## config.mk

```make
export PLATFORM = sky130hd
export DESIGN_NAME = uart_tx_sched
export DESIGN_NICKNAME = d
export VERILOG_FILES = /design/src/rtl/uart_tx_sched.sv
export SDC_FILE = /design/constraint.sdc
export NUM_CORES = 1
export LEC_CHECK = 0
export ABC_AREA = 1
export CAP_MARGIN = 25
export CORE_UTILIZATION = 45
export CTS_CLUSTER_DIAMETER = 100
export CTS_CLUSTER_SIZE = 8
export DETAILED_ROUTE_END_ITERATION = 12
export PLACE_DENSITY_LB_ADDON = 0.2
export RECOVER_POWER = 50
export SYNTH_ARGS = -nofsm -noshare
export SYNTH_HDL_FRONTEND = slang
export SYNTH_SLANG_ARGS = --single-unit
```

## constraint.sdc

```tcl
create_clock -name clk -period 4.5 [get_ports clk]
set_input_delay 0.45 -clock clk [delete_from_list [all_inputs] [get_ports clk]]
set_output_delay 0.45 -clock clk [all_outputs]
set_load 0.02 [all_outputs]
```

## src/rtl/uart_tx_sched.sv

```systemverilog
// rtl/uart_tx_sched.sv - two-requester round-robin scheduler feeding a UART byte transmitter
module uart_tx_sched #(
    parameter int GAP_CYCLES = 5208,
    parameter int TIMEOUT    = 1000000
) (
    input  logic       clk,
    input  logic       rst_n,
    input  logic       req0,
    input  logic [7:0] data0,
    output logic       ack0,
    input  logic       req1,
    input  logic [7:0] data1,
    output logic       ack1,
    output logic [7:0] tx_byte,
    output logic       tx_en,
    input  logic       tx_done,
    output logic       grant_id,
    output logic       busy,
    output logic       timeout_err
);

    typedef enum logic [1:0] {
        IDLE = 2'd0,
        SEND = 2'd1,
        GAP  = 2'd2
    } state_t;

    localparam logic [23:0] WDOG_LAST = 24'(TIMEOUT - 1);
    localparam logic [15:0] GAP_LOAD  = (GAP_CYCLES > 0) ? 16'(GAP_CYCLES - 1) : 16'd0;
    localparam logic        HAS_GAP   = (GAP_CYCLES > 0);

    state_t      state_q, state_d;
    logic [7:0]  tx_byte_q, tx_byte_d;
    logic        tx_en_q, tx_en_d;
    logic        grant_id_q, grant_id_d;
    logic        ack0_q, ack0_d;
    logic        ack1_q, ack1_d;
    logic        timeout_err_q, timeout_err_d;
    logic        tx_done_q, tx_done_d;
    logic [23:0] wdog_q, wdog_d;
    logic [15:0] gap_q, gap_d;

    logic done_rise;
    logic wdog_expired;
    logic pick1;

    // Only a fresh rising edge of tx_done ends a frame; a level left over
    // from the previous frame must not.
    assign done_rise    = tx_done & ~tx_done_q;
    assign wdog_expired = (wdog_q == WDOG_LAST);
    // On a tie the requester not served last wins.
    assign pick1        = req1 & (~req0 | ~grant_id_q);

    always_comb begin
        state_d       = state_q;
        tx_byte_d     = tx_byte_q;
        tx_en_d       = tx_en_q;
        grant_id_d    = grant_id_q;
        ack0_d        = 1'b0;
        ack1_d        = 1'b0;
        timeout_err_d = 1'b0;
        tx_done_d     = tx_done;
        wdog_d        = wdog_q;
        gap_d         = gap_q;

        unique case (state_q)
            IDLE: begin
                if (req0 || req1) begin
                    tx_byte_d  = pick1 ? data1 : data0;
                    grant_id_d = pick1;
                    ack0_d     = ~pick1;
                    ack1_d     = pick1;
                    tx_en_d    = 1'b1;
                    wdog_d     = 24'd0;
                    state_d    = SEND;
                end
            end
            SEND: begin
                if (done_rise || wdog_expired) begin
                    tx_en_d       = 1'b0;
                    timeout_err_d = ~done_rise;
                    if (HAS_GAP) begin
                        gap_d   = GAP_LOAD;
                        state_d = GAP;
                    end else begin
                        state_d = IDLE;
                    end
                end else begin
                    wdog_d = wdog_q + 24'd1;
                end
            end
            GAP: begin
                if (gap_q == 16'd0) begin
                    state_d = IDLE;
                end else begin
                    gap_d = gap_q - 16'd1;
                end
            end
            default: begin
                state_d = IDLE;
                tx_en_d = 1'b0;
            end
        endcase
    end

    always_ff @(posedge clk or negedge rst_n) begin
        if (!rst_n) begin
            state_q       <= IDLE;
            tx_byte_q     <= 8'h00;
            tx_en_q       <= 1'b0;
            grant_id_q    <= 1'b1;
            ack0_q        <= 1'b0;
            ack1_q        <= 1'b0;
            timeout_err_q <= 1'b0;
            tx_done_q     <= 1'b0;
            wdog_q        <= 24'd0;
            gap_q         <= 16'd0;
        end else begin
            state_q       <= state_d;
            tx_byte_q     <= tx_byte_d;
            tx_en_q       <= tx_en_d;
            grant_id_q    <= grant_id_d;
            ack0_q        <= ack0_d;
            ack1_q        <= ack1_d;
            timeout_err_q <= timeout_err_d;
            tx_done_q     <= tx_done_d;
            wdog_q        <= wdog_d;
            gap_q         <= gap_d;
        end
    end

    assign tx_byte     = tx_byte_q;
    assign tx_en       = tx_en_q;
    assign grant_id    = grant_id_q;
    assign ack0        = ack0_q;
    assign ack1        = ack1_q;
    assign timeout_err = timeout_err_q;
    assign busy        = (state_q != IDLE);

endmodule

```

==> impl_results.rst <==
.. list-table::
   :header-rows: 1

   * - Metric
     - Value
   * - Number of pins with negative max-slew slack in the final report
     - 34
   * - Drt first-iter violations
     - 188
   * - Summed negative setup slack over all endpoints
     - 0 ns
   * - Net count after synthesis
     - between 400 and 500
   * - Largest delay share family, worst path
     - buffers and inverters
   * - Synthesized area divided by synthesized cell count
     - approximately 7.4 um^2
   * - Count of buffer and inverter cells on the critical path
     - 3
   * - Cell leakage power
     - approximately 1.7 nW
   * - Die Width
     - slightly below 90 um
   * - Proportion of total power due to net switching
     - 0.437
   * - FILL cells
     - 701
   * - Worst Path Max Fanout
     - 33
   * - Largest vdd supply drop
     - roughly 340 uV
   * - Share of total power in combinational logic
     - 0.441
   * - Max_slew headroom
     - -0.0160
   * - Starting Density
     - 0.465
   * - Crit. End Element
     - register
   * - Result of the run
     - finished, violations left
   * - Unique cell type count in the Yosys netlist
     - 30
   * - Vias in the first global route
     - approximately 2700
   * - Resized cells post-CTS
     - 0
   * - FMAX
     - 353 MHz
   * - Final Hold Violating Endpoints
     - 0
   * - Setup Skew
     - 0.0124 ns
   * - Worst EP required
     - around 4.7 ns
   * - Clock Tree Root
     - clkbuf_8
   * - Flop2flop setup slack
     - between 1.5 and 2 ns
   * - Iteration count of the initial detailed-routing pass
     - 4
   * - Vert. Die Dim
     - ~90 um
   * - Antenna diode instance count
     - 0
   * - Crit start category
     - input pin
   * - Number of antenna violations at the first check in global routing
     - 0
   * - Fraction of the yosys area taken by sequential cells
     - 0.418
   * - Final number of setup-violating endpoints
     - 0
   * - Quantity of I/O buffers inserted on ports
     - 34
   * - Arrival @ worst endpoint
     - a little over 3 ns
   * - DRT antenna net count
     - 0
   * - Post-layout instance count excluding filler cells
     - ~590
   * - Post-Place Cells
     - around 580
   * - Leading post-synthesis cells by cell area
     - dfrtp_1 (41%), nand2_1 (15%), nor2_1 (8.5%)
   * - CTS max path bufs
     - 2
   * - Post-synthesis cell type with the largest combined area
     - dfrtp_1
   * - Std-Cell Core Area
     - between 7000 and 8000 um^2
   * - Clock tree from TritonCTS
     - yes
   * - Total grt overflow
     - 0
   * - Placement Rows
     - 31
   * - Category of the most critical setup path
     - in2reg
   * - Area growth from synthesis to layout
     - 14.6%
   * - Count of hold buffers inserted by post-cts repair
     - 0
   * - Part of the power in the clock network
     - 0.159
   * - Part of the total power dissipated in sequential elements
     - 0.400
   * - Internal power
     - roughly 0.0010 W
   * - Clock latency on the worst-skew pair
     - between 0.3 and 0.4 ns
   * - RSZ-0062 raised after global routing
     - false
   * - Wire length of the first global-routing pass
     - about 13000 um
   * - Remaining design rule violation count
     - 0
   * - Area of the die
     - 7810 um^2
   * - Via density
     - 4.89
   * - Final cycle utilization of the critical path
     - 0.629
   * - Post-Synthesis Cell Area
     - around 3400 um^2
   * - Violated checks
     - capacitance limit, slew limit
   * - Yosys Warn Count
     - 0
   * - Switching power summed over all nets
     - 0.000811 W
   * - Series of cell instances along the critical path
     - dlygate4sd3_1 > o21ai_0 > clkbuf_1 > inv_1 > o21ai_0 > o21ai_0
   * - Flops & latches, synth
     - 56
   * - Wire length per cell
     - between 10 and 15 um
   * - CP dominant cell by count
     - o21ai_0
   * - Post-Syn Instances
     - approximately 450
   * - Clock sink count
     - 56
   * - Power per unit of standard cell area
     - roughly 480 nW/um^2
   * - # H-tree levels
     - 2
   * - Number of max-cap violations
     - 1
   * - Number of setup buffers added after CTS
     - 0
   * - RD Place Congestion
     - roughly 0.92
   * - Final #Nets
     - 510
   * - Num CTS Buffers
     - 5
   * - Commonest cells after routing, fill and taps aside
     - nand2_1 (138), nor2_1 (77), dfrtp_1 (55)
   * - Fraction of final layout cells with drive strength greater than 1
     - 0.0861
   * - Type of the worst min-delay path
     - in2async
   * - Worst-margin pin slew
     - 1.52 ns
   * - Most common cell after layout, fill and taps aside
     - nand2_1
   * - Largest net degree at the start of global routing
     - 57
   * - Tmin final
     - around 2.8 ns
   * - Wire length reported by the detailed router
     - 7120 um
   * - Share of the synthesized area in the top cell type
     - 0.410
   * - Critical-path cell with the highest stage delay
     - clkbuf_1
   * - Worst path max stage delay
     - between 1 and 1.5 ns
   * - HPWL after detailed placement
     - slightly above 5000 um
   * - Worst-path clk slew
     - around 0.11 ns
   * - Tot GR Track Use
     - 0.204
   * - Boundary Pins
     - 35
   * - Total number of vias
     - about 2900
## sequential cells by signal, summed over array words and instances (netlist names)
signal and flops:
tx_done_q 1, tx_en 1, tx_byte 8, ack1 1
grant_id 1, state_q 2, gap_q 16, wdog_q 24
ack0 1, timeout_err 1
## Yosys cell counts, drive strengths merged
cell    number
buf          6
ha           2
xnor2        4
clkbuf       4
nand3       48
nor3         1
inv         38
nor2        82
nand2      147
o21ai       35
dfrtp       55
xor2        17
nor3b        2
a21boi       1
or2          3
dfstp        1
a21oi        8
## power by group through the flow
stage | Combinational [W] | Sequential, W | Clock (W)
detailed placement | 0.000830 | 0.000749 | 0
CTS | 0.000835 | 0.000740 | 0.000308
finish | 0.000819 | 0.000741 | 0.000295
global route | 0.000923 | 0.000760 | 0.000326
floorplan | 0.000570 | 0.000787 | 0
global placement | 0.000822 | 0.000746 | 0
## area by class of cell
| type | instances | area (um^2) | area share |
|---|---|---|---|
| Multi-Input combinational cell | 350 | 1730 | 0.451 |
| Sequential cell | 56 | 1400 | 0.365 |
| Timing Repair Buffer | 36 | 347 | 0.0901 |
| Inverter | 38 | 143 | 0.0371 |
| Tap cell | 99 | 124 | 0.0322 |
| Clock buffer | 6 | 82.6 | 0.0215 |
| Clock inverter | 2 | 15.0 | 0.00390 |
## stage by stage
| stage | util | hold WS [ns] | power, W | instance area [um^2] | worst slack, ns |
|---|---|---|---|---|---|
| after floorplan | - | 0.154 | 0.00136 | 3360 | 2.85 |
| after global placement | 0.521 | 0.463 | 0.00157 | 3760 | 2.58 |
| after detailed placement | 0.521 | 0.467 | 0.00158 | 3760 | 2.53 |
| after CTS | 0.535 | 0.290 | 0.00188 | 3860 | 2.49 |
| after global routing | 0.533 | 0.321 | 0.00201 | 3850 | 1.46 |
| final | 0.533 | 0.239 | 0.00185 | 3850 | 1.67 |
## cell families after synthesis
group / Yosys count / synth area share
AND/OR/NAND/NOR: 283 / 0.368
flip-flops: 56 / 0.418
buffers and inverters: 48 / 0.0649
AO/OA/AOI/OAI: 44 / 0.0865
XOR/XNOR: 21 / 0.0548
adder cells (fa/ha/maj): 2 / 0.00746
## final timing paths
kind | startpoint | depth (start not counted) | to
max | req0 | 6 | tx_byte[1]
min | rst_n | 2 | gap_q[2]
max reg2reg | state_q[1] | 6 | tx_byte[1]
min reg2reg | gap_q[0] | 1 | gap_q[0]
max in group asynchronous | rst_n | 2 | wdog_q[5]
min in group clk | gap_q[0] | 1 | gap_q[0]
## layer usage
| metal | vias to the layer above | part of all wire | GRT usage |
|---|---|---|---|
| li1 | 1494 | - | - |
| met1 | 1312 | 0.50 | 0.286 |
| met2 | 59 | 0.45 | 0.320 |
| met3 | 6 | 0.042 | 0.0457 |
| met4 | 0 | 0.0072 | 0.0499 |
| met5 | - | 0 | 0 |
## worst register-to-register path: cells and delay by family, from the launching register on
kind                   cells  cell delay [ns]
and+or+nand+nor            1             0.08
AOI/OAI and AO/OA          3             0.37
buffers and inverters      2             1.57
DFF                        1             0.41
Note: power is estimated with default switching activity, not from simulation.
